<file path="config.mk">
export PLATFORM = sky130hd
export DESIGN_NAME = pipe_hazard_ctrl
export DESIGN_NICKNAME = d
export VERILOG_FILES = /design/src/rtl/pipe_hazard_ctrl.sv
export SDC_FILE = /design/constraint.sdc
export NUM_CORES = 1
export LEC_CHECK = 0
export ABC_AREA = 1
export BUFFER_PORTS_ARGS = -buffer_cell sky130_fd_sc_hd__buf_2
export CORE_UTILIZATION = 42
export CTS_CLUSTER_SIZE = 14
export DETAILED_ROUTE_END_ITERATION = 6
export PLACE_DENSITY = 0.82
export SYNTH_ARGS = -nofsm -noshare
export SYNTH_HDL_FRONTEND = slang
export SYNTH_SLANG_ARGS = --single-unit
</file>
<file path="constraint.sdc">
create_clock -name clk -period 1.4 [get_ports clk]
set_input_delay 0.07 -clock clk [delete_from_list [all_inputs] [get_ports clk]]
set_output_delay 0.07 -clock clk [all_outputs]
set_load 0.005 [all_outputs]
</file>
<file path="src/rtl/pipe_hazard_ctrl.sv">
// ---------------------------------------------------------------------------
// pipe_hazard_ctrl
//   Central pipeline sequencer for the 5-stage 16-bit core. It produces the
//   PC write/select controls and the pipeline-register enables and flushes.
//   These are driven by EX-stage redirects, load-use hazards seen in ID,
//   data-memory busy and the HALT instruction. On HALT the front of the pipe
//   is squashed, the older instructions retire for DRAIN cycles, and the
//   block then parks until reset. A saturating stall counter is kept for
//   performance debug.
//
//   The control outputs are Mealy. They are combinational from the state and
//   the current inputs, so they act at the same rising edge.
//
// Parameters
//   WIDTH : PC / address width
//   REGW  : register specifier width
//   DRAIN : cycles after HALT leaves EX before halted asserts (DRAIN >= 1)
//
// Ports
//   clk, rst_n                    clock (rising edge), async active-low reset
//   ex_valid, ex_pcsrc            EX holds a real instr / resolved taken redirect
//   ex_pc_next                    redirect target from EX
//   ex_halt                       EX instruction is HALT
//   id_ex_memread, id_ex_rd       EX instruction is a load / its destination
//   if_id_rs, if_id_rt            ID source specifiers
//   if_id_rs_used, if_id_rt_used  ID really reads rs / rt
//   mem_busy                      data memory not ready this cycle
//   pc_we, pc_sel, pc_target      PC write enable, redirect select, target
//   if_id_we, id_ex_we, ex_mem_we pipeline register enables
//   if_id_flush, id_ex_flush      load a bubble into the register
//   halted                        core stopped
//   stall_cnt                     saturating count of stall cycles
// ---------------------------------------------------------------------------
module pipe_hazard_ctrl #(
  parameter int WIDTH = 16,
  parameter int REGW  = 3,
  parameter int DRAIN = 2
) (
  input  logic             clk,
  input  logic             rst_n,
  input  logic             ex_valid,
  input  logic             ex_pcsrc,
  input  logic [WIDTH-1:0] ex_pc_next,
  input  logic             ex_halt,
  input  logic             id_ex_memread,
  input  logic [REGW-1:0]  id_ex_rd,
  input  logic [REGW-1:0]  if_id_rs,
  input  logic [REGW-1:0]  if_id_rt,
  input  logic             if_id_rs_used,
  input  logic             if_id_rt_used,
  input  logic             mem_busy,
  output logic             pc_we,
  output logic             pc_sel,
  output logic [WIDTH-1:0] pc_target,
  output logic             if_id_we,
  output logic             id_ex_we,
  output logic             ex_mem_we,
  output logic             if_id_flush,
  output logic             id_ex_flush,
  output logic             halted,
  output logic [15:0]      stall_cnt
);

  localparam int CNT_W = ($clog2(DRAIN + 1) > 0) ? $clog2(DRAIN + 1) : 1;
  localparam logic [CNT_W-1:0] DRAIN_LOAD = CNT_W'(DRAIN - 1);
  localparam logic [CNT_W-1:0] CNT_ONE    = CNT_W'(1);
  localparam logic [CNT_W-1:0] CNT_ZERO   = CNT_W'(0);

  typedef enum logic [1:0] {
    ST_RUN      = 2'd0,
    ST_MEM_WAIT = 2'd1,
    ST_DRAIN    = 2'd2,
    ST_HALT     = 2'd3
  } state_t;

  state_t           state_r;
  state_t           state_nxt_s;
  state_t           eff_s;
  logic [CNT_W-1:0] cnt_r;
  logic [CNT_W-1:0] cnt_nxt_s;
  logic             ret_drain_r;
  logic             ret_drain_nxt_s;
  logic             stall_inc_s;
  logic [15:0]      stall_cnt_r;
  logic             load_use_s;

  // The ID instruction needs the result of a load that is still in EX.
  // r0 is deliberately not excluded.
  function automatic logic load_use_hazard(
    input logic            memread,
    input logic [REGW-1:0] rd,
    input logic [REGW-1:0] rs,
    input logic [REGW-1:0] rt,
    input logic            rs_used,
    input logic            rt_used
  );
    return memread & ((rs_used & (rs == rd)) | (rt_used & (rt == rd)));
  endfunction

  assign load_use_s = load_use_hazard(id_ex_memread, id_ex_rd, if_id_rs, if_id_rt,
                                      if_id_rs_used, if_id_rt_used);
  assign pc_target  = ex_pc_next;
  assign stall_cnt  = stall_cnt_r;

  // Effective state for this cycle. On the first non-busy cycle of MEM_WAIT
  // the block already behaves as the state it is returning to. Because EX was
  // frozen, a pending redirect or HALT is then re-evaluated.
  always_comb begin
    eff_s = state_r;
    if ((state_r == ST_MEM_WAIT) && !mem_busy) begin
      if (ret_drain_r) begin
        eff_s = ST_DRAIN;
      end else begin
        eff_s = ST_RUN;
      end
    end else begin
      eff_s = state_r;
    end
  end

  // Mealy control outputs and next-state decode.
  always_comb begin
    pc_we           = 1'b0;
    pc_sel          = 1'b0;
    if_id_we        = 1'b0;
    id_ex_we        = 1'b0;
    ex_mem_we       = 1'b0;
    if_id_flush     = 1'b0;
    id_ex_flush     = 1'b0;
    halted          = 1'b0;
    state_nxt_s     = state_r;
    cnt_nxt_s       = cnt_r;
    ret_drain_nxt_s = ret_drain_r;
    stall_inc_s     = 1'b0;

    case (eff_s)
      ST_RUN: begin
        if (mem_busy) begin
          // Freeze everything until memory answers.
          state_nxt_s     = ST_MEM_WAIT;
          ret_drain_nxt_s = 1'b0;
          stall_inc_s     = 1'b1;
        end else if (ex_valid && ex_halt) begin
          // Squash the younger instructions and let EX/MEM/WB retire.
          if_id_we    = 1'b1;
          id_ex_we    = 1'b1;
          ex_mem_we   = 1'b1;
          if_id_flush = 1'b1;
          id_ex_flush = 1'b1;
          state_nxt_s = ST_DRAIN;
          cnt_nxt_s   = DRAIN_LOAD;
        end else if (ex_valid && ex_pcsrc) begin
          // Redirect. A load-use dependent in ID is squashed anyway.
          pc_we       = 1'b1;
          pc_sel      = 1'b1;
          if_id_we    = 1'b1;
          id_ex_we    = 1'b1;
          ex_mem_we   = 1'b1;
          if_id_flush = 1'b1;
          id_ex_flush = 1'b1;
          state_nxt_s = ST_RUN;
        end else if (load_use_s) begin
          // Hold PC and IF/ID, insert a bubble behind the advancing load.
          id_ex_we    = 1'b1;
          ex_mem_we   = 1'b1;
          id_ex_flush = 1'b1;
          stall_inc_s = 1'b1;
          state_nxt_s = ST_RUN;
        end else begin
          pc_we       = 1'b1;
          if_id_we    = 1'b1;
          id_ex_we    = 1'b1;
          ex_mem_we   = 1'b1;
          state_nxt_s = ST_RUN;
        end
      end

      ST_MEM_WAIT: begin
        // Only reached here while mem_busy is still high.
        stall_inc_s = 1'b1;
        state_nxt_s = ST_MEM_WAIT;
      end

      ST_DRAIN: begin
        if (mem_busy) begin
          // Retiring instructions are stuck. Keep the counter and come back.
          state_nxt_s     = ST_MEM_WAIT;
          ret_drain_nxt_s = 1'b1;
        end else begin
          id_ex_we    = 1'b1;
          ex_mem_we   = 1'b1;
          id_ex_flush = 1'b1;
          if (cnt_r == CNT_ZERO) begin
            state_nxt_s = ST_HALT;
          end else begin
            cnt_nxt_s   = cnt_r - CNT_ONE;
            state_nxt_s = ST_DRAIN;
          end
        end
      end

      ST_HALT: begin
        halted      = 1'b1;
        state_nxt_s = ST_HALT;
      end

      default: begin
        // Unreachable encoding: fall back to a safe running state.
        state_nxt_s     = ST_RUN;
        cnt_nxt_s       = CNT_ZERO;
        ret_drain_nxt_s = 1'b0;
      end
    endcase
  end

  // Sequencer state, drain counter and return flag.
  always_ff @(posedge clk or negedge rst_n) begin
    if (!rst_n) begin
      state_r     <= ST_RUN;
      cnt_r       <= CNT_ZERO;
      ret_drain_r <= 1'b0;
    end else begin
      state_r     <= state_nxt_s;
      cnt_r       <= cnt_nxt_s;
      ret_drain_r <= ret_drain_nxt_s;
    end
  end

  // Saturating stall-cycle counter.
  always_ff @(posedge clk or negedge rst_n) begin
    if (!rst_n) begin
      stall_cnt_r <= 16'h0000;
    end else if (stall_inc_s && (stall_cnt_r != 16'hFFFF)) begin
      stall_cnt_r <= stall_cnt_r + 16'd1;
    end else begin
      stall_cnt_r <= stall_cnt_r;
    end
  end

endmodule

</file>
==> metrics <==
die area about 3900 um2; Worst path depth 6; worst-path cell with the longest stage delay dfrtp_1; critical path class flip-flop to primary output; nets 316; Worst VDD drop between 600 and 700 uV; cts bufs inserted 3; power per cell area between 1000 and 1500 nW/um2; CP startpoint kind flip-flop; largest area contributor in the netlist dfrtp_1; share of the synthesized area in the top cell type approximately a third; DP HPWL 2920 um; ANT cells 0; Post-synth ARST share between 90% and 100%; share of cells above drive strength 1 roughly 43%; PnR worst setup slack -152 ps; Final Skew approximately 6.5 ps; fmax 644 MHz; Critical Path Fanout Max 6; H-tree levels 1; initial detailed-routing violation count between 150 and 200; total track usage 24.6%; CTS tree done; mapped cell area 1550 um2; synth top area cells dfrtp_1, nand2_1, buf_4; # clock sinks 21; Reg-to-Reg End stall_cnt[6]; final core occ approximately 64%; Crit path largest cell delay 410 ps; fin area ~2200 um2; clk slew on worst S/H paths approximately 80 ps; Setup Viol. Count Final 23; total core area ~3400 um2; Die Ht 62.7 um; drc violations 0; Max Cap Violations 0; Hold Path Class input port to primary output; clk root buf clkbuf_8; ys flop type dfrtp_1; num rows 21; vias in the first global route 1,613; unrepaired setup endpoints after global routing true; failing checks negative setup slack; Min Hold Slack 140 ps; gpl congestion roughly 0.90; period utilization 111%; Ys Warns 0; max_slew headroom 67.4%; worst reg2reg startpoint stall_cnt[0]; die width roughly 63 um; Seq/Total Area, Yosys between 30 and 40%; IO Pins 74; crit end category primary output; Worst-Skew Late Latency around 270 ps; CP Launch Point state_r[1]; Initial Util 44.9%; final wirelength around 4600 um; count of cell types in the netlist 21; Remaining Overflow, GRT 0; number of synthesized flops with an enable pin 0; Syn Nets about 260; Port Buf Inserts 41; post-route ant nets 0; min Tclk post-route between 1500 and 2000 ps; Worst setup endpoint if_id_we; Synth Area per Inst roughly 7 um2; clock tree buffer depth 2; largest net degree at the start of global routing 22; reg2reg setup slack -120 ps; synth cell count leaders nand2_1, nand3_1, nor2_1, dfrtp_1, buf_4; delay-heaviest family, CP flip-flops; CP Data Required Time about 1300 ps; register bit total from synthesis 21; cell with the most instances after synthesis nand2_1; CP arrival around 1500 ps; Placed Instance Area 1880 um2; Reg2Reg Depth 8; first-pass GRT wire length 7580 um; TNS Setup -1960 ps; Buf+Inv Stages, Crit Path 2; Fin. Hold Viols 0; DRT Pass-1 Iters 6; outcome complete, but fails checks; LEAKAGE approximately 0.0011 uW; initial antenna violation count 0; Mapped Cells between 200 and 250; Via density a little over 5; Slew Limit Fails 0; crit path cell chain o21a_1 > nor2_2 > buf_6 > nand2_4 > nor2_4 > buf_2; WL/cell ~14 um; vias after detailed routing roughly 1.7k; worst-margin pin slew between 400 and 500 ps; area delta synth->final 42.3%
per-layer routing:
layer	part of all wire, %	track usage (%)	vias to the layer above
met3	4.9	3.83	18
li1	-	-	800
met4	3.6	9.59	0
met1	40	28.8	780
met2	52	44.4	53
met5	0	0	-
cell type report:
cell class                      count  area, um2
Timing Repair Buffer               75        529
Inverter                           21       83.8
Clock buffer                        4       45.0
Fill cell                         288       1240
Multi-Input combinational cell    158        958
Tap cell                           46       57.6
Sequential cell                    21        526
repair_timing:
item | 4_1_cts | 5_1_grt
buffers inserted | 3 | 3
hold buffers | 1 | 0
pin swaps | 18 | 7
resized for setup | 27 | 17
cloned | 1 | 0
setup endpoints to repair | 21 | 24
endpoints found under the hold margin | 21 | 0
power breakdown:
group	total, uW	leakage, uW	switching [uW]	internal (uW)
Combinational	1530	0.000846	802	723
Clock	405	0.0000228	202	203
Sequential	872	0.000274	140	732
Total	2800	0.00114	1140	1660
registers in the layout, summed over array words and instances, names as in the netlist:
register and flops:
cnt_r 2, ret_drain_r 1, stall_cnt 16, state_r 2
cell usage in the layout, fill, tap and decap left out, types with 2 or more instances in the layout:
master	Yosys	final
o21ai_0	6	4
a31oi_4	1	2
nand3_1	26	6
nor2_2	1	3
xnor2_2	0	2
xnor2_1	9	7
inv_1	18	16
xor2_1	5	5
clkbuf_8	0	3
nand3_2	1	21
buf_6	1	5
inv_2	3	4
buf_12	0	2
nor2_1	23	20
buf_4	19	26
o21ai_1	0	2
dfrtp_1	21	21
nand2_2	1	4
buf_2	0	40
nand2_1	74	71
nand4_1	3	3
through the flow:
step / worst slack, ps / instances / total power, uW
CTS: -96.5 / 322 / 2590
finish: -152 / 325 / 2800
global placement: 0.546 / 313 / 1860
floorplan: -16.3 / 220 / 1480
global route: -252 / 325 / 2970
detailed placement: -95.0 / 313 / 1910
worst min-delay path by stage:
stage	start	to	slack (ps)	cells after the start
global route	ex_pc_next[14]	pc_target[14]	140	0
detailed placement	rst_n	stall_cnt[4]	60	1
floorplan	rst_n	cnt_r[0]	-230	0
CTS	ex_pc_next[11]	pc_target[11]	140	0
global placement	rst_n	stall_cnt[13]	50	1
finish	ex_pc_next[10]	pc_target[10]	140	0
cells by family (layout without fill, tap and decap cells):
| group | after synthesis | after routing | synth area share, % |
|---|---|---|---|
| xor gates and xnor gates | 14 | 14 | 7.94 |
| AOI/OAI and AO/OA | 10 | 10 | 4.62 |
| and+or+nand+nor | 132 | 132 | 36.8 |
| DFF | 21 | 21 | 34.0 |
| buffers and inverters | 41 | 100 | 15.1 |
| adders and majority gates | 2 | 2 | 1.62 |
No activity file was read; power rests on OpenSTA's default activity.
